File: config.mk
export PLATFORM = sky130hd
export DESIGN_NAME = ikaopll_sample_accumulator
export DESIGN_NICKNAME = d
export VERILOG_FILES = /design/src/rtl/ikaopll_pkg.sv /design/src/rtl/ikaopll_sat_acc.sv /design/src/rtl/ikaopll_sample_accumulator.sv
export SDC_FILE = /design/constraint.sdc
export NUM_CORES = 1
export LEC_CHECK = 0
export BUFFER_PORTS_ARGS = -buffer_cell sky130_fd_sc_hd__clkbuf_2
export CAP_MARGIN = 0
export CORE_UTILIZATION = 52
export DETAILED_ROUTE_END_ITERATION = 6
export PLACE_DENSITY_LB_ADDON = 0.15
export SYNTH_ARGS = -nofsm -noshare
export SYNTH_HDL_FRONTEND = slang
export SYNTH_SLANG_ARGS = --single-unit
File: constraint.sdc
create_clock -name i_EMUCLK -period 2.95 [get_ports i_EMUCLK]
set_clock_uncertainty 0.15 [all_clocks]
set_input_delay 0.885 -clock i_EMUCLK [delete_from_list [all_inputs] [get_ports i_EMUCLK]]
set_output_delay 0.885 -clock i_EMUCLK [all_outputs]
set_load 0.01 [all_outputs]
File: src/rtl/ikaopll_pkg.sv
// +------------------------------------------------------------------+
// | ikaopll_pkg : widths, state encoding and helpers shared by the    |
// | ikaopll sample accumulator.                  Revision: 1.0        |
// +------------------------------------------------------------------+
`default_nettype none

package ikaopll_pkg;

  localparam int ACC_W = 13;
  localparam int MIX_W = 14;
  localparam int OP_W  = 9;

  typedef enum logic {
    WAIT_SYNC = 1'b0,
    ACCUM     = 1'b1
  } acc_state_e;

  function automatic logic signed [ACC_W-1:0] sext_op(input logic [OP_W-1:0] v);
    return {{(ACC_W-OP_W){v[OP_W-1]}}, v};
  endfunction

  // Overflow shows up as disagreement between the guard bit and the sign bit.
  function automatic logic signed [ACC_W-1:0] sat_add(input logic signed [ACC_W-1:0] a,
                                                      input logic signed [ACC_W-1:0] b);
    logic signed [ACC_W:0] s;
    s = {a[ACC_W-1], a} + {b[ACC_W-1], b};
    if (s[ACC_W] != s[ACC_W-1])
      return s[ACC_W] ? {1'b1, {(ACC_W-1){1'b0}}} : {1'b0, {(ACC_W-1){1'b1}}};
    return s[ACC_W-1:0];
  endfunction

  function automatic logic signed [MIX_W-1:0] sat_mix(input logic signed [MIX_W:0] s);
    if (s[MIX_W] != s[MIX_W-1])
      return s[MIX_W] ? {1'b1, {(MIX_W-1){1'b0}}} : {1'b0, {(MIX_W-1){1'b1}}};
    return s[MIX_W-1:0];
  endfunction

endpackage

`default_nettype wire

File: src/rtl/ikaopll_sat_acc.sv
// +------------------------------------------------------------------+
// | ikaopll_sat_acc : one accumulator lane (load / add / optional     |
// | clamp when IKAOPLL_ACC_SATURATE_EN is defined). Revision: 1.0     |
// +------------------------------------------------------------------+
`default_nettype none

module ikaopll_sat_acc
  import ikaopll_pkg::*;
(
  input  logic                    clk_i,
  input  logic                    rst_n_i,
  input  logic                    en_i,
  input  logic                    load_i,
  input  logic                    add_i,
  input  logic signed [ACC_W-1:0] term_i,
  output logic signed [ACC_W-1:0] acc_o
);

  logic signed [ACC_W-1:0] acc_q;
  logic signed [ACC_W-1:0] acc_d;
  logic signed [ACC_W-1:0] w_sum;

`ifdef IKAOPLL_ACC_SATURATE_EN
  assign w_sum = sat_add(acc_q, term_i);
`else
  assign w_sum = acc_q + term_i;
`endif

  always_comb begin
    acc_d = acc_q;
    if (en_i) begin
      if (load_i)
        acc_d = term_i;
      else if (add_i)
        acc_d = w_sum;
    end
  end

  always_ff @(posedge clk_i) begin
    if (!rst_n_i)
      acc_q <= '0;
    else
      acc_q <= acc_d;
  end

  assign acc_o = acc_q;

endmodule

`default_nettype wire

File: src/rtl/ikaopll_sample_accumulator.sv
// +------------------------------------------------------------------+
// | ikaopll_sample_accumulator : per-frame melody/rhythm totals, mix  |
// | and valid/ack handoff. Option: IKAOPLL_ACC_SATURATE_EN. Rev: 1.0  |
// +------------------------------------------------------------------+
`default_nettype none

module ikaopll_sample_accumulator
  import ikaopll_pkg::*;
#(
  parameter int OUT_WIDTH = 16
) (
  input  logic                 i_EMUCLK,
  input  logic                 i_IC_n,
  input  logic                 i_phi1_NCEN_n,
  input  logic                 i_CYCLE_00,
  input  logic                 i_MO_CTRL,
  input  logic                 i_RO_CTRL,
  input  logic                 i_RHYTHM_EN,
  input  logic [OP_W-1:0]      i_OP_OUT,
  input  logic                 i_SAMPLE_ACK,
  output logic [ACC_W-1:0]     o_MO,
  output logic [ACC_W-1:0]     o_RO,
  output logic [OUT_WIDTH-1:0] o_MIX,
  output logic                 o_SAMPLE_VALID,
  output logic                 o_OVERRUN
);

  acc_state_e state_q;
  acc_state_e state_d;

  logic signed [ACC_W-1:0]     mo_q;
  logic signed [ACC_W-1:0]     ro_q;
  logic signed [OUT_WIDTH-1:0] mix_q;
  logic                        valid_q;
  logic                        ovr_q;

  logic                    w_en;
  logic                    w_dump;
  logic signed [ACC_W-1:0] w_cm;
  logic signed [ACC_W-1:0] w_cr;
  logic signed [ACC_W-1:0] w_acc_mo;
  logic signed [ACC_W-1:0] w_acc_ro;
  logic signed [MIX_W-1:0] w_mix;

  assign w_en   = !i_phi1_NCEN_n;
  assign w_dump = w_en && i_CYCLE_00 && (state_q == ACCUM);
  assign w_cm   = i_MO_CTRL ? sext_op(i_OP_OUT) : '0;
  assign w_cr   = (i_RO_CTRL && i_RHYTHM_EN) ? sext_op(i_OP_OUT) : '0;

`ifdef IKAOPLL_ACC_SATURATE_EN
  logic signed [MIX_W:0] w_mix_wide;
  assign w_mix_wide = (MIX_W+1)'(w_acc_mo) + ((MIX_W+1)'(w_acc_ro) <<< 1);
  assign w_mix      = sat_mix(w_mix_wide);
`else
  assign w_mix = MIX_W'(w_acc_mo) + (MIX_W'(w_acc_ro) <<< 1);
`endif

  // The CYCLE_00 slot always starts a new frame, so it loads rather than adds.
  ikaopll_sat_acc u_acc_mo (
    .clk_i   (i_EMUCLK),
    .rst_n_i (i_IC_n),
    .en_i    (w_en),
    .load_i  (i_CYCLE_00),
    .add_i   (state_q == ACCUM),
    .term_i  (w_cm),
    .acc_o   (w_acc_mo)
  );

  ikaopll_sat_acc u_acc_ro (
    .clk_i   (i_EMUCLK),
    .rst_n_i (i_IC_n),
    .en_i    (w_en),
    .load_i  (i_CYCLE_00),
    .add_i   (state_q == ACCUM),
    .term_i  (w_cr),
    .acc_o   (w_acc_ro)
  );

  always_comb begin
    state_d = state_q;
    if (w_en && i_CYCLE_00)
      state_d = ACCUM;
  end

  always_ff @(posedge i_EMUCLK) begin
    if (!i_IC_n) begin
      state_q <= WAIT_SYNC;
      mo_q    <= '0;
      ro_q    <= '0;
      mix_q   <= '0;
      valid_q <= 1'b0;
      ovr_q   <= 1'b0;
    end else begin
      state_q <= state_d;
      if (w_dump) begin
        mo_q    <= w_acc_mo;
        ro_q    <= w_acc_ro;
        mix_q   <= OUT_WIDTH'(w_mix);
        valid_q <= 1'b1;
        if (valid_q && !i_SAMPLE_ACK)
          ovr_q <= 1'b1;
      end else if (i_SAMPLE_ACK) begin
        valid_q <= 1'b0;
      end
    end
  end

  assign o_MO           = mo_q;
  assign o_RO           = ro_q;
  assign o_MIX          = mix_q;
  assign o_SAMPLE_VALID = valid_q;
  assign o_OVERRUN      = ovr_q;

endmodule

`default_nettype wire

==> impl_metrics.toml <==
[clock_tree]
cts_setup_buffers = 0
clock_sinks = 68
cts_made_buffers = 9
cts_buffer_depth = 2
cts_tree = "done"
clockRootBuffer = "clkbuf_8"
clkTransAtPathRegs_ps = 80
h-tree-depth = 3
insertion_delay_ps = 350

[synthesis]
synthXorXnorAreaFrac = 0.0480
synth_edf_count = 0
ys_seq_area_frac = 0.325
synth_cells = 536
async_reset_ff_frac = 0
synth_area_sq_um = 4190
synth_compound_area_frac = 0.263
synth.avg_cell_area_sq_um = 7.82
yosysUniqueCellTypes = 52
synth_seq_cells = 68
syn_nets = 592
synthFlopType = "dfxtp_1"
muxShareOfSynthArea = 0.00239
synth_fa_ha_area_frac = 0.122
yosysWarnings = 0
synthSimpleGateAreaFrac = 0.205
synth_top_family_by_area = "compound AO/OA/AOI/OAI gates"

[timing]
worstMarginPinSlew_ps = 583
finalCritPeriodShare = 0.939
slew_headroom = 0.611
fin_hold_ws_ps = 305
rsz0062_at_grt = "false"
period_minus_slack_ps = 2770
finalSetupTns_ps = 0
fmax_ghz = 0.361
timing.final.hold_violations = 0
report.final.setup_viol = 0
drv_slew = 0
worst_slack_ps = 179

[die]
die_x_um = 91.8
fp-row-count = 32
start_util = 0.540
core_area_sq_um = 7770
die_h_um = 91.8
io_pins = 61
dieArea_sq_um = 8430

[drt]
dr_wl_met2_mm = 5.10
drtPass1Iterations = 5
routed-wl-met3_um = 578
highest_layer = "met4"
drc = 0
drtAntennaViolNets = 0
wire_per_inst_um = 15.2
vias = 4134
wl_met1_mm = 5.08
vias_per_cell = 5.72
drt_wl_total_mm = 11.0
drtIter0Drc = 170

[final_layout]
layout-drive-gt1-share = 0.203
ff_latch_area_sq_um = 1360
fin_cells = 723
fillers = 718
num_antenna_cells = 0
layout_common_cells = "95 x nand2_1, 68 x a21oi_1, 68 x dfxtp_1"
syn_to_final_growth_pct = 19.9
layout_commonest_cell = "nand2_1"
finalNetCount = 672
multiInputGateArea_sq_um = 2700

[setup_path]
critical_path_required_ps = 3040
path_max_fanout = 3
worstRegToRegCells = 8
r2r-start = "u_acc_mo.acc_o[1]"
slowest_stage = "fa_1"
worstPathBufferInverterCount = 1
rrSetupSlack_ps = 480
cp_data_arrival_time_ps = 2860
critical_path_class = "input port to register"
reg2reg_to = "o_MIX[11]"
max_stage_delay_ps = 390
cp_top_family = "compound AO/OA/AOI/OAI gates"
path_cells = "clkbuf_2, and3_1, ha_1, fa_1, a21o_1, a31oi_2, o211ai_1, a41oi_1, xnor2_1, a21oi_1"
crit_path_end_kind = "register"
startpoint_type = "input port"

[placement]
hpwl_mm = 8.32
pre_cts_slack_ps = -183
globalplace.congestion = 0.936
dp.cells = 707
portBuffers = 60

[min_path]
holdPathStages = 2
hold_class = "register to register"
min_from = "o_RO[7]"
hold_end = "o_RO[7]"

[grt]
track_usage = 0.270
grt_pass1_wl_mm = 18.0
grt_max_degree = 49
antenna_found_initial = 0
first_global_vias = 3865
overflow = 0

[flow_run]
drv_cap = 0

[power]
p_per_area_nw_per_um2 = 451
peakVddDrop_v = 0.000198
power_leakage_nw = 2.25

[status]
status = "finished clean"
-- how the worst max path moves through the flow --
stage | start | end | cells after the start
floorplan | i_OP_OUT[0] | u_acc_ro.acc_o[8] | 9
detailed placement | i_MO_CTRL | u_acc_mo.acc_o[12] | 10
global route | i_MO_CTRL | u_acc_mo.acc_o[12] | 10
CTS | i_OP_OUT[0] | u_acc_ro.acc_o[12] | 10
finish | i_OP_OUT[0] | u_acc_ro.acc_o[12] | 10
global placement | i_OP_OUT[0] | u_acc_ro.acc_o[8] | 10
-- layout make-up --
type / instances / share of cell area
sequential: 68 / 0.271
inverter: 5 / 0.00373
clock inverter: 7 / 0.0199
multi-input combinational: 434 / 0.537
timing repair buffer: 98 / 0.119
tap: 102 / 0.0254
clock buffer: 9 / 0.0246
-- per-layer routing --
layer | up-vias | GRT usage
li1 | 2095 | -
met1 | 1896 | 0.359
met2 | 122 | 0.438
met3 | 21 | 0.0464
met4 | 0 | 0.0990
met5 | - | 0
-- stage by stage --
| step | total power [mW] | area [sq um] | util |
|---|---|---|---|
| 2_1_floorplan | 1.28 | 4200 | - |
| 3_3_place_gp | 1.41 | 4800 | 0.618 |
| 3_5_place_dp | 1.42 | 4800 | 0.618 |
| 4_1_cts | 2.28 | 5020 | 0.647 |
| 5_1_grt | 2.37 | 5030 | 0.647 |
| 6_report | 2.27 | 5030 | 0.647 |
-- logic make-up after synthesis --
group	count (synthesis)
compound gates	178
flops	68
buf+inv	34
mux	1
fa+ha+maj	39
xor+xnor	23
simple gates	193
-- registers in the layout, summed over array words and instances (netlist names) --
name / flops
o_MIX: 13
o_MO: 13
o_RO: 13
u_acc_mo.acc_o: 13
u_acc_ro.acc_o: 13
o_OVERRUN: 1
o_SAMPLE_VALID: 1
state_q: 1
-- worst register-to-register path, delay by kind of cell, from the launching register on --
kind,cells,cell delay (ps)
adders and majority gates,2,730
and+or+nand+nor,3,550
AOI/OAI and AO/OA,3,520
DFF,1,400
-- report_power, final --
group,switching (mW),total (mW),internal (mW)
combinational,0.232,0.408,0.176
sequential,0.0486,0.997,0.949
clock,0.382,0.864,0.481
-- cells in the mapped netlist (all sizes together), types with 8 or more instances --
cell,number,area (sq um)
and2,10,62.6
buf,8,47.5
o211ai,15,113
xnor2,16,140
o21ai,36,180
nor2,42,160
nand2,95,357
a21oi,69,349
clkbuf,21,78.8
dfxtp,68,1360
nand3,12,60.1
and3,9,56.3
a211oi,15,118
ha,36,450
a21o,13,98.9
-- timing repair --
item	CTS	global route
endpoints found under the hold margin	0	0
resized for setup	0	1
hold buffers	0	0
setup endpoints to repair	0	2
No activity file was read; power rests on OpenSTA's default activity.
